## config.mk

```make
export PLATFORM = sky130hd
export DESIGN_NAME = lobster_fetch
export DESIGN_NICKNAME = d
export VERILOG_FILES = /design/src/rtl/lobster_pkg.sv /design/src/rtl/lobster_fifo.sv /design/src/rtl/lobster_fetch.sv
export SDC_FILE = /design/constraint.sdc
export NUM_CORES = 1
export LEC_CHECK = 0
export ABC_AREA = 0
export BUFFER_PORTS_ARGS = -buffer_cell sky130_fd_sc_hd__buf_2
export CORE_MARGIN = 5
export CORE_UTILIZATION = 35
export CTS_BUF_LIST = sky130_fd_sc_hd__clkbuf_8 sky130_fd_sc_hd__clkbuf_16
export DETAILED_ROUTE_END_ITERATION = 8
export PLACE_DENSITY = 0.59
export RECOVER_POWER = 100
export SYNTH_ARGS = -nofsm -noshare
export SYNTH_HDL_FRONTEND = slang
export SYNTH_SLANG_ARGS = --single-unit
```

## constraint.sdc

```tcl
create_clock -name clk -period 4.53 [get_ports clk]
set_input_delay 0.2265 -clock clk [delete_from_list [all_inputs] [get_ports clk]]
set_output_delay 0.2265 -clock clk [all_outputs]
set_load 0.1 [all_outputs]
```

## src/rtl/lobster_pkg.sv

```systemverilog
// Shared fetch types: FSM state encoding, default address width/reset PC, instruction word width.
// Latency: n/a (types and constants only).
// Backpressure: n/a.
package lobster_pkg;

    localparam int          ADDR_WIDTH_DEF = 36;
    localparam logic [63:0] RESET_PC_DEF   = 64'hF800;
    localparam int          INST_WIDTH     = 64;

    typedef enum logic [1:0] {
        ST_IDLE  = 2'd0,
        ST_REQ   = 2'd1,
        ST_DRAIN = 2'd2
    } fetch_state_t;

endpackage

```

## src/rtl/lobster_fifo.sv

```systemverilog
// Synchronous FIFO with push/pop/flush; head entry is presented combinationally from storage.
// Latency: a pushed entry is visible at the head the cycle after the push edge.
// Backpressure: push is dropped only when full without a simultaneous pop; flush beats push/pop.
module lobster_fifo #(
    parameter int WIDTH = 100,
    parameter int DEPTH = 4
) (
    input  logic                       clk,
    input  logic                       rst,
    input  logic                       push,
    input  logic [WIDTH-1:0]           push_data,
    input  logic                       pop,
    input  logic                       flush,
    output logic [WIDTH-1:0]           pop_data,
    output logic                       full,
    output logic                       empty,
    output logic [$clog2(DEPTH):0]     count
);

    localparam int PW = $clog2(DEPTH);
    localparam int CW = PW + 1;

    logic [WIDTH-1:0] mem [DEPTH];
    logic [PW-1:0]    wr_ptr;
    logic [PW-1:0]    rd_ptr;
    logic             do_push;
    logic             do_pop;

    assign full     = (count == CW'(DEPTH));
    assign empty    = (count == '0);
    assign pop_data = mem[rd_ptr];

    // A full FIFO still accepts a push when the head leaves in the same cycle.
    assign do_push  = push && (!full || pop);
    assign do_pop   = pop && !empty;

    // Storage is cleared on reset so the head reads zero out of reset.
    always_ff @(posedge clk) begin
        if (rst) begin
            for (int i = 0; i < DEPTH; i++) begin
                mem[i] <= '0;
            end
        end else if (!flush && do_push) begin
            mem[wr_ptr] <= push_data;
        end
    end

    // Pointer and occupancy bookkeeping; flush empties without touching storage.
    always_ff @(posedge clk) begin
        if (rst || flush) begin
            wr_ptr <= '0;
            rd_ptr <= '0;
            count  <= '0;
        end else begin
            if (do_push) wr_ptr <= wr_ptr + PW'(1);
            if (do_pop)  rd_ptr <= rd_ptr + PW'(1);
            count <= count + CW'(do_push) - CW'(do_pop);
        end
    end

endmodule

```

## src/rtl/lobster_fetch.sv

```systemverilog
// Instruction fetch: single-outstanding SRAM reads into a small buffer, with redirect/flush.
// Latency: word appears on inst_valid one cycle after its mem_rdy cycle; 1 word/cycle streaming.
// Backpressure: stops requesting when buffer full; LOBSTER_FETCH_PERF_EN adds perf_stall counter.
module lobster_fetch
    import lobster_pkg::*;
#(
    parameter int                    ADDR_WIDTH = ADDR_WIDTH_DEF,
    parameter int                    FIFO_DEPTH = 4,
    parameter logic [ADDR_WIDTH-1:0] RESET_PC   = RESET_PC_DEF[ADDR_WIDTH-1:0]
) (
    input  logic                  clk,
    input  logic                  rst,
    output logic                  mem_ce,
    output logic [ADDR_WIDTH-1:0] mem_addr,
    input  logic                  mem_rdy,
    input  logic [INST_WIDTH-1:0] mem_data,
    input  logic                  redirect_valid,
    input  logic [ADDR_WIDTH-1:0] redirect_pc,
    output logic                  inst_valid,
    input  logic                  inst_ready,
    output logic [INST_WIDTH-1:0] inst_data,
`ifdef LOBSTER_FETCH_PERF_EN
    output logic [31:0]           perf_stall,
`endif
    output logic [ADDR_WIDTH-1:0] inst_pc
);

    localparam int CW = $clog2(FIFO_DEPTH) + 1;
    localparam int FW = INST_WIDTH + ADDR_WIDTH;

    fetch_state_t          state;
    fetch_state_t          state_nxt;
    logic [ADDR_WIDTH-1:0] fetch_pc;
    logic [ADDR_WIDTH-1:0] drain_addr;
    logic [ADDR_WIDTH-1:0] redirect_aligned;
    logic [CW-1:0]         count;
    logic [CW-1:0]         occ_after;
    logic                  full;
    logic                  empty;
    logic                  push;
    logic                  pop;
    logic [FW-1:0]         head;

    assign redirect_aligned = redirect_pc & ~ADDR_WIDTH'(7);
    assign inst_valid       = !empty;
    assign pop              = inst_valid && inst_ready && !redirect_valid;
    assign occ_after        = count + CW'(1) - CW'(pop);
    assign inst_data        = head[FW-1:ADDR_WIDTH];
    assign inst_pc          = head[ADDR_WIDTH-1:0];

    // While draining, the abandoned address is held so the SRAM sees a stable request.
    assign mem_addr = (state == ST_DRAIN) ? drain_addr : fetch_pc;

    // Next-state, request enable and buffer push decode.
    always_comb begin
        state_nxt = state;
        mem_ce    = 1'b0;
        push      = 1'b0;
        case (state)
            ST_IDLE: begin
                if (!redirect_valid && !full) state_nxt = ST_REQ;
            end
            ST_REQ: begin
                mem_ce = 1'b1;
                if (redirect_valid) begin
                    state_nxt = mem_rdy ? ST_IDLE : ST_DRAIN;
                end else if (mem_rdy) begin
                    push      = 1'b1;
                    state_nxt = (occ_after < CW'(FIFO_DEPTH)) ? ST_REQ : ST_IDLE;
                end
            end
            ST_DRAIN: begin
                mem_ce = 1'b1;
                if (mem_rdy) state_nxt = ST_IDLE;
            end
            default: state_nxt = ST_IDLE;
        endcase
    end

    // State register.
    always_ff @(posedge clk) begin
        if (rst) state <= ST_IDLE;
        else     state <= state_nxt;
    end

    // Fetch address: redirect wins over the post-accept increment.
    always_ff @(posedge clk) begin
        if (rst)                 fetch_pc <= RESET_PC;
        else if (redirect_valid) fetch_pc <= redirect_aligned;
        else if (push)           fetch_pc <= fetch_pc + ADDR_WIDTH'(8);
    end

    // Capture the in-flight address when a redirect strands an unanswered request.
    always_ff @(posedge clk) begin
        if (rst)
            drain_addr <= RESET_PC;
        else if (state == ST_REQ && redirect_valid && !mem_rdy)
            drain_addr <= fetch_pc;
    end

`ifdef LOBSTER_FETCH_PERF_EN
    // Count cycles the SRAM holds off an issued request.
    always_ff @(posedge clk) begin
        if (rst)                    perf_stall <= '0;
        else if (mem_ce && !mem_rdy) perf_stall <= perf_stall + 32'd1;
    end
`endif

    lobster_fifo #(
        .WIDTH (FW),
        .DEPTH (FIFO_DEPTH)
    ) u_fifo (
        .clk       (clk),
        .rst       (rst),
        .push      (push),
        .push_data ({mem_data, fetch_pc}),
        .pop       (pop),
        .flush     (redirect_valid),
        .pop_data  (head),
        .full      (full),
        .empty     (empty),
        .count     (count)
    );

endmodule

```

Yosys cells after proc, flatten, opt, wreduce, memory -nomap -nowiden:

Memories as Yosys holds them, arrays and structs flattened. A register that Yosys moved wholly into a read port is not among the register bits.
Cells that the tools add are included.

* logic and storage cells: 67
* register bits: 81
* bits of input ports: 105
* memories: 1
* output and inout port bits: 138
* memory bits (writable): 400

Memories
* u_fifo.mem: words 4, width 100, read ports 1, clocked after memory_dff 1, write ports 4, RTL line lobster_fifo.sv:23 `logic [WIDTH-1:0] mem [DEPTH];`

* order comparisons: 1
* mux-type cells: 24
* eq/ne operators: 6
* add/sub/neg operators: 7
* reduce and logical (&&, ||, !) cells: 21

Operators with widths (number)
* 2-to-1 mux 36 bit: 3
* 2-to-1 mux 100 bit: 1
* OR reduction 100 bit: 1
* adder 36 x 4 -> 36 bit, second input constant: 1
* 2-to-1 mux 2 bit: 8
* 2-to-1 mux 1 bit: 11
* logical AND 1 bit: 8
* one-hot mux 2 bit (3 select lines): 1
* subtractor 3 x 1 -> 3 bit: 2
* adder 2 x 1 -> 2 bit, second input constant: 2
* zero test 1 bit: 4
* inequality test 2 bit, second input constant: 2
* OR reduction 2 bit: 2
* adder 3 x 1 -> 3 bit: 1
* adder 3 x 1 -> 3 bit, second input constant: 1
* equality test 3 bit, second input constant: 1
* zero test 3 bit: 1
* less-than comparator 3 bit, second input constant: 1
* inequality test 3 bit, second input constant: 1
* AND reduction 3 bit: 1
* equality test 2 x 1 -> 1 bit, second input constant: 1
* equality test 2 bit, second input constant: 1
* zero test 2 bit: 1
* logical OR 1 bit: 2
* nonzero test 2 bit: 1

Longest topological paths before layout:

Gate-level depths: netlist (run 1).

* depth after elaboration: 12
* gate-level depth with buffers: 11
* depth with buffers taken out: 10

By module:

Synthesis (run 1) repeated with hierarchy kept, for this count alone.

* cells, all modules: 1491
* area, all modules: 21485.6 um^2

By module, submodules not included
* lobster_fifo: seq. area each 12191.7 um^2, area each 17634.4 um^2, times used 1, cells an instance 1019
* lobster_fetch: seq. area each 1361.3 um^2, area each 3851.2 um^2, times used 1, cells an instance 472

Worst setup path after synthesis (run 1):

Ideal clock, no wire load.

* kind: flip-flop to flip-flop
* start point: register state[1]
* end point: memory u_fifo.mem[3][10], enable pin
* setup slack: 0.648 ns
* required time: 4.076 ns
* setup time: 0.454 ns
* data arrival time: 3.428 ns
* clock period less this slack: 3.882 ns
* cell stages (with the launch flop): 7
* buffers on the path: 1
* cells stage by stage: dfxtp_1 > inv_1 > ha_1 > buf_2 > nand2_4 > a2111oi_0 > a21o_1

RTL lines
* start, declared: RTL line lobster_fetch.sv:31 `fetch_state_t state;`
* start signal, assigned: RTL line lobster_fetch.sv:83 `else state <= state_nxt;`
* end, declared: RTL line lobster_fifo.sv:23

==> results of run 1 <==
==> per-layer routing <==
metal	global-route usage (%)	vias up	routed length, um
met5	0	-	13
met4	3.57	2	953
met3	3.02	62	2990
met2	27.5	365	26500
met1	22.0	6535	23100
li1	-	6058	-
==> state kept, by name, summed over array words and instances (netlist names), named ones only <==
name / flops
u_fifo.count: 3
state: 2
u_fifo.rd_ptr: 2
u_fifo.wr_ptr: 2
drain_addr: 33
u_fifo.mem: 388
fetch_pc: 33
==> worst min-delay path by stage <==
stage | to | slack (ns) | from | cells after the start
after floorplan | fetch_pc[26]$_SDFFE_PP0P_ | 0.37 | redirect_pc[26] | 2
after global placement | drain_addr[25]$_SDFFE_PP0P_ | 0.44 | drain_addr[25]$_SDFFE_PP0P_ | 2
after detailed placement | drain_addr[17]$_SDFFE_PP0P_ | 0.44 | drain_addr[17]$_SDFFE_PP0P_ | 2
after CTS | fetch_pc[33]$_SDFFE_PP0P_ | 0.0007 | redirect_pc[33] | 4
after global routing | fetch_pc[33]$_SDFFE_PP0P_ | 0.03 | redirect_pc[33] | 4
final | fetch_pc[33]$_SDFFE_PP0P_ | 0.04 | redirect_pc[33] | 4
==> kinds of logic after synthesis <==
group / after synthesis
buffers and inverters: 148
adder cells (fa/ha/maj): 7
AND/OR/NAND/NOR: 642
flip-flops: 465
AO/OA/AOI/OAI: 103
other: 1
multiplexers: 127
XOR/XNOR: 14
==> power by group through the flow <==
stage / combinational (mW) / clock (mW) / sequential, mW
final: 1.13 / 4.16 / 4.91
after global routing: 1.19 / 4.45 / 4.93
after global placement: 1.09 / 0 / 4.98
after CTS: 1.16 / 4.28 / 4.91
after floorplan: 0.877 / 0 / 4.93
after detailed placement: 1.09 / 0 / 5.00
==> metrics by stage <==
step	cell area, um^2	util (%)	setup WS, ns
floorplan	21100	-	0.648
global placement	22900	38.7	1.37
detailed placement	22900	38.7	1.35
CTS	25500	43.1	1.33
global route	25400	42.8	0.629
finish	25400	42.9	0.911
==> synth_stat cells, drive strengths merged, types with 7 or more instances <==
library cell  number  share of area, %
a211oi            14              0.56
nand3b            10              0.36
and2             391                12
dfxtp             77               7.3
nand3             23              0.55
a21oi             38              0.90
mux2              30               1.6
nand2            100               1.8
inv               18              0.32
mux4              97                10
buf               42               1.2
nor2              39              0.70
and4              11              0.46
nor4               9              0.27
a311oi             7              0.29
xnor2             10              0.42
o21ai             12              0.29
nor3              10              0.24
nand4              9              0.34
edfxtp           388                55
nor3b             12              0.56
clkbuf            88               1.6
==> area by class of cell <==
class | count | area, um^2
Timing Repair Buffer | 348 | 2270
Fill cell | 5468 | 33900
Antenna cell | 2 | 5.00
Multi-Input combinational cell | 899 | 7190
Clock buffer | 52 | 1300
Clock inverter | 43 | 384
Tap cell | 773 | 967
Inverter | 18 | 67.6
Sequential cell | 465 | 13200
==> repair_timing <==
action                                 in CTS  in global routing
hold buffers                               91                  0
endpoints found under the hold margin     283                  0
resized for setup                           0                  0
==> critical path: stages (launching register included) <==
cell      delay, ns
dfxtp_2        1.43
mux4_2         0.45
clkbuf_1       0.88
==> results.tsv, run 1 <==
metric	value	unit
largest net degree at the start of global routing	98	
area delta synth->final	20.6	%
flop-to-flop setup slack	0.94	ns
reg2reg end	u_fifo.mem[3][89]$_DFFE_PP_	
# IOs	243	
Seq/Total Area, Yosys	62.7	%
worst path arrival time	3.39	ns
synthesized netlist cell count	1507	
H-Tree Level Count	2	
Final Power	10.2	mW
dpl cells	2412	
Hold Violations, Final	0	
Clock Root Buffer	clkbuf_16	
Avg Vias per Cell	5.01	
main combinational cell family by area after synthesis	simple AND/OR/NAND/NOR gates	
commonest non-fill, non-tap cell in the layout	edfxtp_1	
final worst clock skew	0.0216	ns
status	complete, but fails checks	
Fmax	0.276	GHz
most frequent cells in the layout	edfxtp_1 (388), and2_1 (287), buf_2 (178), and2_0 (104), nand2_1 (100)	
vias in the first global route	13819	
Synth Register Bits	465	
DR vias	13022	
drt drc	0	
Synth Area in Adders	0.452	%
worst path required time	4.30	ns
floorplan row count	89	
Pins Over Slew Limit	73	
post-synthesis mux area share	12.0	%
CTS clk-pin slew, worst paths	0.06	ns
share of cells above drive strength 1	23.0	%
Peak VDD IR	0.000246	V
Avg Cell Area, Syn	14.0	um^2
TritonCTS buffer count	51	
Sw Ratio	26.4	%
Detail Route Antenna Nets	0	
Hold Crit Class	input pin to flip-flop	
hpwl dp	31500	um
die area	65100	um^2
Compound-Gate Fraction of Synth Area	3.35	%
combinational power share	11.1	%
Layout Nets	1895	
Sw Pwr	2.70	mW
fin cells	2600	
post-synthesis xor/xnor area fraction	0.583	%
clk sinks	465	
warnings from Yosys	0	
Worst-Skew Late Latency	0.59	ns
first-pass iteration count of the detailed router	4	
CP startpoint kind	flip-flop	
starting density of the core	35.5	%
gr usage total	16.2	%
WS Path Type	flip-flop to primary output	
Leakage	9.23	nW
Port Buf Inserts	233	
EDFF count, synth	388	
Worst-Margin Slew	1.65	ns
RSZ-0062 raised after global routing	false	
total setup buffers inserted after CTS	0	
simple-gate portion of the synthesized area	17.8	%
P_int	7.50	mW
Seq pwr share	48.1	%
die extent in x	255	um
initial antenna violation count	2	
cells on worst reg2reg path	6	
worst r2r src	state[1]$_SDFFE_PP0P_	
Die Y	255	um
ys flop type	edfxtp_1	
global-route wire length before repair	82100	um
Iter 0 DRT Violations	767	
library cells used by synthesis	59	
final-report setup violation count	0	
cell area after synthesis	21000	um^2
max cap viols	3	
Final period util	79.9	%
CTS tree	done	
asr flop ratio synth	0	%
Cell Pwr Density	402	nW/um^2
relative slew slack	-10.1	%
Clock Path Buffers	3	
final wirelength	53500	um
Routed WL per cell	20.6	um
Worst Setup End Kind	primary output	
Clk pwr share	40.8	%
Hold Slack	0.0385	ns
CP Max Fanout	40	
crit path to	inst_data[7]	
total core area	59200	um^2
GRT Residual Overflow	0	
TNS Setup	0	ns
RePlAce Congestion	0.789	
fin crit period	3.62	ns
failing checks	capacitance limit, slew limit	
Power figures use the tool's default switching activity.
==> inputs of run 2 (changes only) <==
Clock period 4.53 ns to 3.7 ns, I/O delays scaled along.
==> run 2 against run 1 <==
Compared with the run above: final cell count up 0.23%; the run still ends with capacitance limit, slew limit left; utilization fell by 0.084 points; die area did not move; total power increased by 20%; largest power group unchanged; clock power rose by 16%; wire length up 0.23%; sequential share of layout area rose by 0.11 points; flip-flop and latch count did not move; critical path depth grew 4; setup slack lost 0.47 ns; worst hold slack worse by 0.020 ns.
==> results.tsv, run 2 (synthesis gave the netlist of run 1 again) <==
metric	value	unit	change
Iter 0 DRT Violations	908		was 767
WS Path Type	flip-flop to flip-flop		was flip-flop to primary output
CTS clk-pin slew, worst paths	0.06	ns	about the same
initial antenna violation count	3		was 2
vias in the first global route	13791		was 13,819
TNS Setup	0	ns	unchanged
Cell Pwr Density	482	nW/um^2	was 402 nW/um^2
total core area	59200	um^2	unchanged
Clock Path Buffers	3		unchanged
final-report setup violation count	0		unchanged
Hold Violations, Final	0		unchanged
final worst clock skew	0.0207	ns	was 0.0216 ns
CP startpoint kind	flip-flop		unchanged
RSZ-0062 raised after global routing	false		unchanged
Worst Setup End Kind	flip-flop		was primary output
GRT Residual Overflow	0		unchanged
first-pass iteration count of the detailed router	5		was 4
global-route wire length before repair	81700	um	was 82,100 um
Pins Over Slew Limit	64		was 73
DR vias	13095		was 13,022
ANT cells	0		was 2
max reg flops	388		unchanged
Sw Pwr	3.25	mW	was 2.70 mW
Die Y	255	um	unchanged
P_int	8.95	mW	was 7.50 mW
PnR worst setup slack	0.439	ns	was 0.911 ns
H-Tree Level Count	2		unchanged
CP Max Fanout	34		was 40
final wirelength	53600	um	was 53,500 um
die extent in x	255	um	unchanged
dpl ws	0.584	ns	was 1.35 ns
CTS tree	done		unchanged
Hold Slack	0.0185	ns	was 0.0385 ns
fin crit period	3.26	ns	
Worst-Skew Late Latency	0.59	ns	about the same
most frequent cells in the layout	edfxtp_1 (388), and2_1 (300), buf_2 (113), nand2_1 (100), mux4_2 (97)		was edfxtp_1 (388), and2_1 (287), buf_2 (178), and2_0 (104), nand2_1 (100)
hpwl dp	31500	um	about the same
Fmax	0.307	GHz	
Worst-Margin Slew	1.60	ns	was 1.65 ns
Clk pwr share	39.4	%	was 40.8%
relative slew slack	-6.34	%	was -10.1%
Detail Route Antenna Nets	0		unchanged
area delta synth->final	20.4	%	was 20.6%
Port Buf Inserts	233		unchanged
Avg Vias per Cell	5.02		was 5.01
Leakage	9.17	nW	was 9.23 nW
share of cells above drive strength 1	21.9	%	was 23.0%
die area	65100	um^2	unchanged
Peak VDD IR	0.000276	V	was 0.000246 V
RePlAce Congestion	0.765		was 0.789
worst path arrival time	3.46	ns	was 3.39 ns
max cap viols	1		was 3
floorplan row count	89		unchanged
failing checks	capacitance limit, slew limit		unchanged
worst r2r src	state[1]$_SDFFE_PP0P_		unchanged
Largest regs	u_fifo.mem: 388 flops, drain_addr: 33 flops, fetch_pc: 33 flops		unchanged
Seq pwr share	49.1	%	was 48.1%
clk sinks	465		unchanged
post-CTS sizing	0		unchanged
hold_sp	redirect_pc[29]		was redirect_pc[33]
status	complete, but fails checks		unchanged
CP startpoint	state[1]$_SDFFE_PP0P_		
final instance area	25300	um^2	was 25,400 um^2
gr usage total	16.2	%	about the same
Layout Nets	1905		was 1,895
worst path required time	3.90	ns	was 4.30 ns
Final period util	88.1	%	
filler cell count	5493		was 5,468
largest net degree at the start of global routing	98		unchanged
Sw Ratio	26.7	%	was 26.4%
placed cell area	23000	um^2	was 22,900 um^2
Routed WL per cell	20.6	um	about the same
drt drc	0		unchanged
TritonCTS buffer count	52		was 51
largest reg by FF count	u_fifo.mem		unchanged
starting density of the core	35.5	%	unchanged
commonest non-fill, non-tap cell in the layout	edfxtp_1		unchanged
Hold Crit Class	input pin to flip-flop		unchanged
# IOs	243		unchanged
Clock Root Buffer	clkbuf_16		unchanged
flop-to-flop setup slack	0.44	ns	was 0.94 ns
combinational power share	11.4	%	was 11.1%
run 2: cell types whose count changed in the layout (fill, tap and decap cells not counted), sizes merged:
| cell | previous run | this run |
|---|---|---|
| buf | 199 | 134 |
| bufinv | 6 | 2 |
| clkbuf | 110 | 181 |
| clkinvlp | 3 | 2 |
| diode | 2 | 0 |
| dlygate4sd3 | 91 | 96 |
| inv | 32 | 34 |
run 2: repair_timing:
action                    CTS  global route
hold endpoints to repair  288             0
hold buffers               96             0
buffers inserted            0             0
run 2: area by class of cell:
cell class                      instances  area (um^2)  share of cell area [%]
Tap cell                              773          967                    3.82
Inverter                               18         67.6                   0.267
Clock buffer                           54         1340                    5.29
Clock inverter                         40          249                   0.983
Multi-Input combinational cell        899         7200                    28.4
Timing Repair Buffer                  357         2310                    9.14
Sequential cell                       465        13200                    52.1
run 2: power groups by stage:
stage / Sequential, mW / Combinational [mW] / Clock [mW]
after detailed placement: 6.11 / 1.35 / 0
after global routing: 6.02 / 1.47 / 5.17
after global placement: 6.10 / 1.35 / 0
after CTS: 6.00 / 1.43 / 4.96
final: 6.00 / 1.39 / 4.82
after floorplan: 6.03 / 1.07 / 0
run 2: worst paths after layout:
| path | to | cells past startpoint |
|---|---|---|
| worst max register to register | u_fifo.mem[3][72]$_DFFE_PP_ | 6 |
| worst max-delay path | u_fifo.mem[3][72]$_DFFE_PP_ | 6 |
| worst min register to register | drain_addr[35]$_SDFFE_PP0P_ | 2 |
| worst min-delay path | fetch_pc[29]$_SDFFE_PP0P_ | 5 |
run 2: routing by layer:
layer  vias up  part of all wire (%)  global-route usage [%]
met5         -                 0.021                       0
li1       6073                     -                       -
met4         2                   1.6                    3.27
met1      6593                    43                    21.7
met2       359                    50                    28.1
met3        68                   5.5                    2.84
run 2: metrics by stage:
step	instances	total power [mW]	utilization [%]
2_1_floorplan	1512	7.11	-
3_3_place_gp	2416	7.44	38.8
6_report	2606	12.2	42.8
3_5_place_dp	2416	7.46	38.8
5_1_grt	2606	12.7	42.8
4_1_cts	2606	12.4	43.1
run 2: critical path, cell delays in order, from the launching register on:
cell,delay [ns]
dfxtp_1,0.31
inv_1,0.10
ha_1,0.31
nand2_1,0.29
a2111oi_0,0.87
a21o_4,0.23
buf_2,0.76
